--- config.mk ---
export PLATFORM = sky130hd
export DESIGN_NAME = serial_magnitude_comparator
export DESIGN_NICKNAME = d
export VERILOG_FILES = /design/src/rtl/cmp_pkg.sv /design/src/rtl/cmp_bit_cell.sv /design/src/rtl/serial_magnitude_comparator.sv
export SDC_FILE = /design/constraint.sdc
export NUM_CORES = 1
export LEC_CHECK = 0
export ABC_CLOCK_PERIOD_IN_PS = 1600
export CAP_MARGIN = 0
export CORE_AREA = 5 5 42 44
export DETAILED_ROUTE_END_ITERATION = 6
export DIE_AREA = 0 0 47 49
export GPL_ROUTABILITY_DRIVEN = 0
export PLACE_DENSITY = 0.71
export SLEW_MARGIN = 20
export SYNTH_ARGS = -nofsm -noshare
export SYNTH_HDL_FRONTEND = slang
export SYNTH_SLANG_ARGS = --single-unit
export TNS_END_PERCENT = 5
--- constraint.sdc ---
create_clock -name clk -period 1.6 [get_ports clk]
set_input_delay 0.4 -clock clk [delete_from_list [all_inputs] [get_ports clk]]
set_output_delay 0.4 -clock clk [all_outputs]
set_load 0.02 [all_outputs]
--- src/rtl/cmp_pkg.sv ---
// cmp_pkg: shared relation/state types and flag decoding for the serial comparator
package cmp_pkg;

    typedef enum logic [1:0] {REL_EQ, REL_GT, REL_LT} rel_t;

    typedef enum logic [1:0] {ST_IDLE, ST_RUN, ST_DONE} state_t;

    // Returns {eq, gt, lt}
    function automatic logic [2:0] rel_to_flags(input rel_t r);
        return {r == REL_EQ, r == REL_GT, r == REL_LT};
    endfunction

endpackage

--- src/rtl/cmp_bit_cell.sv ---
// cmp_bit_cell: one LSB-first update step of the running relation (SERIAL_CMP_SIGNED_EN inverts the sign bit)
import cmp_pkg::*;

module cmp_bit_cell (
    input  rel_t rel_in,
    input  logic a,
    input  logic b,
    input  logic is_msb,
    output rel_t rel_out
);

`ifdef SERIAL_CMP_SIGNED_EN
    localparam logic SIGNED = 1'b1;
`else
    localparam logic SIGNED = 1'b0;
`endif

    // A set sign bit means a smaller value in two's complement, so the winner flips there
    assign rel_out = (a == b) ? rel_in : ((a ^ (is_msb & SIGNED)) ? REL_GT : REL_LT);

endmodule

--- src/rtl/serial_magnitude_comparator.sv ---
// serial_magnitude_comparator: LSB-first bit-serial eq/gt/lt comparator (SERIAL_CMP_SIGNED_EN selects signed)
import cmp_pkg::*;

module serial_magnitude_comparator #(
    parameter int WIDTH = 4
) (
    input  logic clk,
    input  logic rst_n,
    input  logic in_valid,
    output logic in_ready,
    input  logic in_a,
    input  logic in_b,
    input  logic abort,
    output logic res_valid,
    output logic eq,
    output logic gt,
    output logic lt
);

    localparam int CW = $clog2(WIDTH);
    localparam logic [CW-1:0] LAST = CW'(WIDTH - 1);

    state_t state, state_n;
    rel_t rel, rel_n, rel_cell_in, rel_cell_out;
    logic [CW-1:0] cnt, cnt_n;
    logic beat, load;

    assign in_ready = state != ST_DONE;
    assign res_valid = state == ST_DONE;
    assign beat = in_valid && in_ready;
    assign rel_cell_in = (state == ST_IDLE) ? REL_EQ : rel;

    cmp_bit_cell u_cell (
        .rel_in (rel_cell_in),
        .a      (in_a),
        .b      (in_b),
        .is_msb (cnt == LAST),
        .rel_out(rel_cell_out)
    );

    // Next state: abort overrides everything, otherwise advance on each accepted beat
    always_comb begin
        state_n = state;
        cnt_n = cnt;
        rel_n = rel;
        load = 1'b0;
        if (abort) begin
            state_n = ST_IDLE;
            cnt_n = '0;
            rel_n = REL_EQ;
        end else begin
            case (state)
                ST_IDLE: if (beat) begin
                    state_n = ST_RUN;
                    cnt_n = CW'(1);
                    rel_n = rel_cell_out;
                end
                ST_RUN: if (beat) begin
                    rel_n = rel_cell_out;
                    if (cnt == LAST) begin
                        state_n = ST_DONE;
                        cnt_n = '0;
                        load = 1'b1;
                    end else begin
                        cnt_n = cnt + CW'(1);
                    end
                end
                default: state_n = ST_IDLE;
            endcase
        end
    end

    // State, counter, running relation and held result flags
    always_ff @(posedge clk or negedge rst_n) begin
        if (!rst_n) begin
            state <= ST_IDLE;
            cnt <= '0;
            rel <= REL_EQ;
            {eq, gt, lt} <= 3'b000;
        end else begin
            state <= state_n;
            cnt <= cnt_n;
            rel <= rel_n;
            if (load) {eq, gt, lt} <= rel_to_flags(rel_cell_out);
        end
    end

endmodule
# Word-level counts from Yosys, hierarchy flattened

Index checks and enable logic that the tools add are counted.

Logic and storage cells: 46
Output and inout port bits: 5
Memories: 0
Input bits: 6
RAM bits: 0
Bits in registers: 9
Memory bits (read-only): 0
Latch bits: 0

Add/subtract/negate cells: 1
Divide/modulo/power cells: 0
Reduce and logical (&&, ||, !) cells: 10
Multipliers: 0
Equality and inequality tests: 10
$lt $le $gt $ge: 0
Shifts and indexed selects: 0
Bitwise gates (word level): 0
Muxes and demuxes: 19

Operators with widths:

| kind                                                                    | number |
|---|---|
| 2-bit 2-to-1 mux                                                        | 13 |
| 2-bit case mux with 2 select lines                                      | 2 |
| 2-bit == test, second input constant                                    | 3 |
| 3-bit inequality test, second input constant                            | 2 |
| 3-bit AND reduction                                                     | 2 |
| 2-bit by 1-bit == test with 1-bit output, second input constant         | 2 |
| 2-bit logical NOT                                                       | 2 |
| 1-bit 2-to-1 mux                                                        | 4 |
| 2-bit nonzero test                                                      | 2 |
| 3-bit by 2-bit inequality test with 1-bit output, second input constant | 1 |
| 3-bit nonzero test                                                      | 1 |
| 2-bit by 1-bit adder with 2-bit output, second input constant           | 1 |
| 2-bit inequality test, second input constant                            | 1 |
| 2-bit AND reduction                                                     | 1 |
| 2-bit OR reduction                                                      | 1 |
| 1-bit == test                                                           | 1 |
| 1-bit logical AND                                                       | 1 |

# Longest topological paths before layout

Word-level depth: 6
Mapped depth: 4
Gate-level depth less buffers: 4

# Cells and area by module

From an unflattened synthesis, not the netlist that was laid out.

Cells, all modules: 45
Area total of the unflattened synthesis: 450.4 µm²

By module, submodules not included:

| module                      | sequential area each (µm²) | area an instance (µm²) | times used | cells an instance |
|---|---|---|---|---|
| serial_magnitude_comparator | 225.2                      | 422.9                  | 1          | 40 |
| cmp_bit_cell                | 0.0                        | 27.5                   | 1          | 5 |

# Least setup slack after synthesis

OpenSTA, ideal clock, no wires.

Path type: flip-flop to output port
From: register state[0]
To: output port res_valid
Required time: 1200 ps
Path slack: 210 ps
Data arrival time: 990 ps
Buffers on the path: 1
Stages on the path, launching flop included: 4
Cell sequence: dfrtp_1 -> buf_6 -> or2b_2 -> inv_1

Longest elaborated chain between the ends: 1

Ends and longest elaborated chain:

| what                   | line                              | RTL |
|---|---|---|
| from (decl)            | serial_magnitude_comparator.sv:23 | `state_t state, state_n;` |
| from (signal assigned) | serial_magnitude_comparator.sv:81 | `state <= state_n;` |
| 2-bit == test          | serial_magnitude_comparator.sv:29 | `assign res_valid = state == ST_DONE;` |
| to (decl)              | serial_magnitude_comparator.sv:14 | `output logic res_valid,` |

Every way passes these cells.

# Worst setup path after layout

Ends and elaborated chain as after synthesis.

==> flow_summary.ini <==
[clock_tree]
post_cts_buffers = 0
cts_max_path_buffers = 2
cts.sinks = 9
clk_pin_slew_worst_paths_ps = 60
tritoncts = yes
cts_max_level = 1
cts_buffers = 3
clk_latency_ps = 270
root_buffer = clkbuf_4

[synthesis]
synth_top_area_share = 0.475
yosysSeqAreaShare = 0.475
syn_nets = 55
synth_area_leaders = dfrtp_1 47%, o21ai_0 7.4%, maj3_2 7.1%, o31ai_1 4.7%, nor2_1 4.0%
synth_edf_count = 0
syn_inst = 48
synth_area_um2 = 474
synth_top_cells_by_count = 9 x dfrtp_1, 7 x o21ai_0, 5 x nor2_1
synthFlopType = dfrtp_1
syn_avg_cell_area_um2 = 9.88
async_reset_ff_frac = 1.00
yosysMostFrequentCell = dfrtp_1
synth_cell_types = 20
ys_seq_elements = 9
yosys_warnings = 0
synth_top_area_cell = dfrtp_1

[floorplan]
die_x_um = 47
die_y_um = 49
die_area_um2 = 2300
start_util = 0.338
core_area_um2 = 1400
io-pin-count = 11
row_count = 14

[finish]
syn_to_final_growth_pct = 36.7
post-route-util = 0.463
fillers = 142
drive_gt1_frac = 0.250
layout.cells.non_filler = 84
final_nets = 76
diodes = 0

[sta]
rsz0062_at_grt = false
fmax_mhz = 656
finalCritPeriodShare = 0.952
worst_slew_pin_slew_ps = 404
finalCriticalPeriod_ps = 1520
slew_headroom = 0.730
finalClockSkew_ps = 5.51
hold_violations = 0
drv_slew = 0
finalSetupViolations = 0

[critical_path]
cp-startpoint = state[0]
arrival_ps = 1120
regToRegStartpoint = state[1]
crit_path_start_kind = flop
reg2reg_depth = 4
r2r-end = gt
required_ps = 1200
worstSetupPathType = reg2out
crit_path_end_kind = output pin
r2r_setup_slack_ps = 230
critPathMaxFanout = 2

[place]
placed_cells = 80
dp_hpwl_um = 770
port-buffer-count = 10

[worst_hold_path]
hold_class = in2async

[power]
p_per_area_nw_per_um2 = 758
p_leak_uw = 0.000321
clock_power_share = 0.365
combPwrFrac = 0.142
ir_worst_vdd_uv = 492
p_int_uw = 370
power_frac_seq = 0.493
swShare = 0.248
switchingPower_uw = 122

[grt]
grt_pass1_vias = 395
grt_max_degree = 10
grt_pass1_wl_um = 1680
gr-usage-all-layers = 0.102
antenna_found_initial = 0
grt-ovfl-total = 0

[detailed_routing]
drt_iter0_drc = 8
via_count = 425
post_drt_wl_per_cell_um = 11.3
drc = 0
via_per_inst = 5.06
drt-total-wl_um = 947
drtPass1Iterations = 4
ant_nets = 0

[run_status]
status = finished, final reports clean

[job]
drv_cap = 0
cell usage in the layout, fill, tap and decap left out, drive strengths merged:
| master | count |
|---|---|
| nor2 | 5 |
| nor2b | 1 |
| inv | 4 |
| nand3 | 2 |
| or2 | 2 |
| nand2b | 1 |
| o31ai | 3 |
| or2b | 1 |
| dfrtp | 9 |
| maj3 | 4 |
| o21ai | 7 |
| buf | 9 |
| nor3 | 1 |
| clkbuf | 4 |
| clkdlybuf4s50 | 5 |
| o21a | 2 |
| a21oi | 1 |
| a211oi | 2 |
| ha | 1 |
| dlygate4sd2 | 3 |
| nand2 | 1 |
worst max-delay path by stage:
stage                     depth (start not counted)  slack (ps)         to
final                                             3          80  res_valid
after global routing                              3          10  res_valid
after CTS                                         2           9   in_ready
after detailed placement                          3         -90  res_valid
after global placement                            3         -80  res_valid
after floorplan                                   3         210  res_valid
critical path: stages, from the launching register on:
cell	delay (ps)
dfrtp_1	370
or2b_2	290
inv_1	50
buf_2	150
power groups by stage:
| stage | Clock (uW) | Sequential [uW] | Combinational, uW |
|---|---|---|---|
| 2_1_floorplan | 0 | 248 | 34.2 |
| 3_3_place_gp | 0 | 246 | 70.8 |
| 3_5_place_dp | 0 | 247 | 72.0 |
| 4_1_cts | 183 | 242 | 71.0 |
| 5_1_grt | 198 | 243 | 79.1 |
| 6_report | 179 | 242 | 69.7 |
through the flow:
stage	area [um^2]	hold WS (ps)	power [uW]	setup TNS (ps)	setup slack, ps
floorplan	474	104	282	0	210
global placement	636	502	317	-223	-78.8
detailed placement	636	502	319	-301	-90.1
CTS	654	443	497	0	8.56
global route	648	468	520	0	14.7
finish	648	425	491	0	76.3
routing by layer:
layer,GRT usage,share of wire,routed length (um)
met5,0,0,0
met4,0.0691,0.036,34
met3,0.0332,0.081,77
met2,0.147,0.45,430
met1,0.124,0.43,405
logic make-up after synthesis:
family / count (synthesis) / synth area share
buffers and inverters: 5 / 0.0554
AOI/OAI and AO/OA: 15 / 0.195
and+or+nand+nor: 14 / 0.156
DFF: 9 / 0.475
adders and majority gates: 5 / 0.119
repair_timing:
| action | in CTS | in global routing |
|---|---|---|
| gates resized for setup | 10 | 1 |
| hold buffers | 0 | 0 |
| endpoints found under the setup margin | 5 | 1 |
| endpoints found under the hold margin | 0 | 0 |
flip-flops by register name (all words and copies together), names as in the netlist:
register	cells
state	2
gt	1
lt	1
rel	2
cnt	2
eq	1
cell type report:
class                   count  area [um^2]  share of cell area
multi-input cells          34          223               0.344
repair buffers             17          139               0.214
well taps                  16         20.0              0.0309
inverters                   4         15.0              0.0232
flip-flops and latches      9          225               0.347
clock buffers               4         26.3              0.0405
Note: power is estimated with default switching activity, not from simulation.
==> patch 1: new RTL, config.mk and constraints unchanged <==
Add a define of `SERIAL_CMP_SIGNED_EN`.
--- a/src/rtl/cmp_bit_cell.sv
+++ b/src/rtl/cmp_bit_cell.sv
@@ -1,4 +1,6 @@
 // cmp_bit_cell: one LSB-first update step of the running relation (SERIAL_CMP_SIGNED_EN inverts the sign bit)
+`define SERIAL_CMP_SIGNED_EN
+
 import cmp_pkg::*;
 
 module cmp_bit_cell (
Function: changed (Yosys sat finds a counterexample within 10 cycles, from zero or initial values and one cycle with rst_n low).
==> patch 1 against the unedited design <==
  * Count of clock-buffer cells in the layout unchanged
  * Wire length up 27%
  * Sequential cell count unchanged
  * Register-to-register slack worse by 0.17 ns
  * Setup slack worse by 0.027 ns
  * Cell area up 9.7%
  * Area after synthesis up 4.5%
  * Largest power group unchanged
  * Total power up 6.0%
==> patch 1: results (changes against the unedited design) <==
met1 Use GR=15.09% (+2.7 points); Resized cells post-CTS=5 (-5); M1 WL=519 um (+28%); post-CTS setup buffer count=0 (unchanged); post-place instance area=690.7 sq um (+8.7%); status=finished clean; Post-synth ARST share=100.0% (unchanged); M3 GR Usage=1.476% (-1.8 points); hpwl dp=961.9 um (+25%); P_leak=0.3452 nW (+7.6%); Adder-Cell Fraction of Synth Area=2.525% (-9.3 points); DRT iter0 DRCs=6 (-2); average size of a mapped cell=9.349 sq um (-5.4%); multiplexer share of the synthesized area=0% (unchanged); met2 WL=622 um (+45%); Wirelength per Cell=12.94 um (+15%); CTS H-Tree Depth=1 (unchanged); final wirelength=1203 um (+27%); layout cell share with drive strength beyond 1=20.78% (-4.2 points); VDD IR max=397.7 uV (-19%); vias in the first global route=446 (+13%); slew at the pin with the worst max-slew slack=0.3991 ns (-0.005372 ns); vias per inst=5.376 (+6.3%); placed insts=89 (+11%); first-pass GRT wire length=2001 um (+19%); pre-CTS setup slack=-0.1748 ns (-0.08470 ns); synth warn=0 (unchanged); Top FF cell, synth=dfrtp_1; Synth Net Count=60 (+9.1%); CP max-delay cell=dfrtp_1; GR Layer Usage met2=17.65% (+2.9 points); clk slew on worst S/H paths=0.06 ns (about the same); TritonRoute pass-1 iters=4 (unchanged); Synth area leaders=dfrtp_1 45%, a21oi_1 4.0%, a31oi_1 3.8%, nand2b_1 3.8%, o32ai_2 3.3%; synth unique cells=24 (+20%); register area share after synthesis=45.45% (-2.0 points); Synth Area in XOR/XNOR=1.768% (+1.8 points); Maximum Capacitance Violations=0 (unchanged); Compound-Gate Fraction of Synth Area=18.43% (-1.1 points); Post-synth top cells=9 x dfrtp_1, 4 x a21oi_1, 4 x inv_1, 4 x nor2_1; PortBufs=10 (unchanged); Worst Skew=0.005422 ns (-0.00008471 ns); Largest delay share family, worst path=flip-flops; reg2reg start=cnt[0]; CTS Buf Count=3 (unchanged); Filler Cells Inserted=138 (-2.8%); largest net degree at the start of global routing=10 (unchanged); DR WL met3=38 um (-51%); fin nets=85 (+12%); CTS max path bufs=2 (unchanged); GR Util All Layers=11.99% (+1.8 points); Crit path arrival time=1.15 ns (+0.03 ns)
patch 1: cell count changes in the layout (fill, tap and decap cells not counted), moves of 3 or more:
cell and delta:
a31oi_1 +3, buf_4 +3, a21oi_1 +3, maj3_2 -3, o21ai_0 -4
patch 1: path summary, 6_finish.rpt:
check | slack, ns | depth (start not counted) | end
setup / recovery | 0.05 | 3 | res_valid
hold / removal | 0.42 | 1 | state[0]
setup reg to reg | 0.06 | 4 | rel[1]
hold reg to reg | 0.50 | 2 | gt
max in group asynchronous | 0.89 | 1 | state[1]
min in group clk | 0.50 | 2 | gt
patch 1: power breakdown:
part	switching, mW	internal (mW)	total [mW]
Combinational	0.0457	0.0475	0.0932
Sequential	0.00816	0.238	0.246
Clock	0.0847	0.0964	0.181
Total	0.139	0.382	0.521
patch 1: layout make-up:
cell class                      count  share of cell area [%]
Sequential cell                     9                   31.69
Timing Repair Buffer               20                   23.77
Tap cell                           16                   2.817
Multi-Input combinational cell     40                   35.92
Clock buffer                        4                   3.697
Inverter                            4                   2.113
==> patch 2: new RTL, config.mk and constraints unchanged <==
Without the edit above. Reset style: synchronous (`rst_n`), changed in one clocked block.
--- a/src/rtl/serial_magnitude_comparator.sv
+++ b/src/rtl/serial_magnitude_comparator.sv
@@ -71,7 +71,7 @@
     end
 
     // State, counter, running relation and held result flags
-    always_ff @(posedge clk or negedge rst_n) begin
+    always_ff @(posedge clk) begin
         if (!rst_n) begin
             state <= ST_IDLE;
             cnt <= '0;
Formal check against the unedited RTL: differs if rst_n is asserted again (counterexample within 10 cycles, from zero or initial values and one cycle with rst_n low); with rst_n held inactive, the same outputs for 10 cycles.
==> patch 2 against the unedited design <==
  * Fmax decreased by 0.99%
  * Cell area decreased by 5.8%
  * Clock skew decreased by 0.0039 ns
  * Setup slack got worse by 0.015 ns
  * Critical path type unchanged
  * Area after synthesis decreased by 9.0%
  * Wire length decreased by 3.3%
  * Sequential share of layout area decreased by 5.2 points
  * Sequential cell count unchanged
  * Total power decreased by 7.9%
==> patch 2: results (changes against the unedited design) <==
status=finished clean; Worst Hold Class=register to register; vias per inst=4.904 (-3.1%); pre-CTS setup slack=-0.07210 ns (+0.01797 ns); Synth Net Count=56 (+1.8%); placed insts=79 (-1.3%); reg2reg start=cnt[0]; Reg2Reg Capture Point=gt; Worst Skew=0.001611 ns (-0.003895 ns); M3 GR Usage=2.583% (-0.74 points); fin nets=75 (-1.3%); Setup crit end=in_ready; layout cell share with drive strength beyond 1=16.42% (-8.6 points); Wirelength per Cell=11.04 um (-2.1%); slew at the pin with the worst max-slew slack=0.2254 ns (-0.1791 ns); Crit path arrival time=1.14 ns (+0.02 ns); top-count cell post-synth=dfxtp_1; GR Util All Layers=9.894% (-0.33 points); DRT iter0 DRCs=7 (-1); Critical path origin=state[0]; cells on worst reg2reg path=4 (unchanged); Post-synth top cells=9 x dfxtp_1, 4 x nand2b_1, 4 x nand3_1, 4 x o21ai_0; Post-synth ARST share=0% (-100 points); post-place instance area=578.1 sq um (-9.1%); GR Layer Usage met2=12.90% (-1.8 points); register area share after synthesis=41.74% (-5.8 points); DR vias=407 (-4.2%); Filler Cells Inserted=147 (+3.5%); Synth area leaders=dfxtp_1 42%, nand2b_1 5.8%, a32o_1 4.6%, nand3_1 4.6%, o21ai_0 4.6%; # diodes=0 (unchanged); vias in the first global route=401 (+1.5%); VDD IR max=593.2 uV (+20%); met1 Use GR=13.56% (+1.1 points); first-pass GRT wire length=1669 um (-0.83%); post-CTS setup buffer count=0 (unchanged); synthesized netlist cell count=49 (+2.1%); P_leak=0.2802 nW (-13%); synth unique cells=22 (+10%)
## patch 2: how the worst min path moves through the flow
stage                         to  slack, ns   start
final                     cnt[1]       0.46  cnt[1]
after global placement    cnt[1]       0.44  cnt[1]
after global routing      cnt[1]       0.49  cnt[1]
after detailed placement      gt       0.46      gt
after CTS                 cnt[1]       0.47  cnt[1]
after floorplan           cnt[1]       0.44  cnt[1]
## patch 2: area by class of cell
cell class	instances	area, sq um	share of cell area (%)
well taps	16	20.02	3.279
multi-input cells	38	236.5	38.73
clock buffers	4	26.28	4.303
inverters	1	3.754	0.6148
flip-flops and latches	9	180.2	29.51
repair buffers	15	143.9	23.57
## patch 2: kinds of logic after synthesis
group / count (synthesis) / share of synthesized area (%)
AO/OA/AOI/OAI: 12 / 18.55
adder cells (fa/ha/maj): 1 / 2.898
AND/OR/NAND/NOR: 25 / 33.33
flip-flops: 9 / 41.74
buffers and inverters: 2 / 3.477
## patch 2: power breakdown
part / total (mW) / internal [mW] / switching, mW
clock: 0.174 / 0.0960 / 0.0781
sequential: 0.230 / 0.228 / 0.00273
combinational: 0.0479 / 0.0273 / 0.0206
total: 0.452 / 0.351 / 0.101
## patch 2: layer usage
| layer | wire length [um] | share of wire [%] |
|---|---|---|
| met2 | 427 | 47 |
| met4 | 31 | 3.4 |
| met3 | 51 | 5.6 |
| met5 | 0 | 0 |
| met1 | 406 | 44 |
## patch 2: critical path, stage by stage, from the launching register on
cell and delay [ns]:
dfxtp_1 0.33, and2b_2 0.22, inv_1 0.05, clkdlybuf4s15_1 0.29
## patch 2: what timing repair did
action,4_1_cts,5_1_grt
setup endpoints to repair,2,4
gates cloned,0,0
resized for setup,2,4
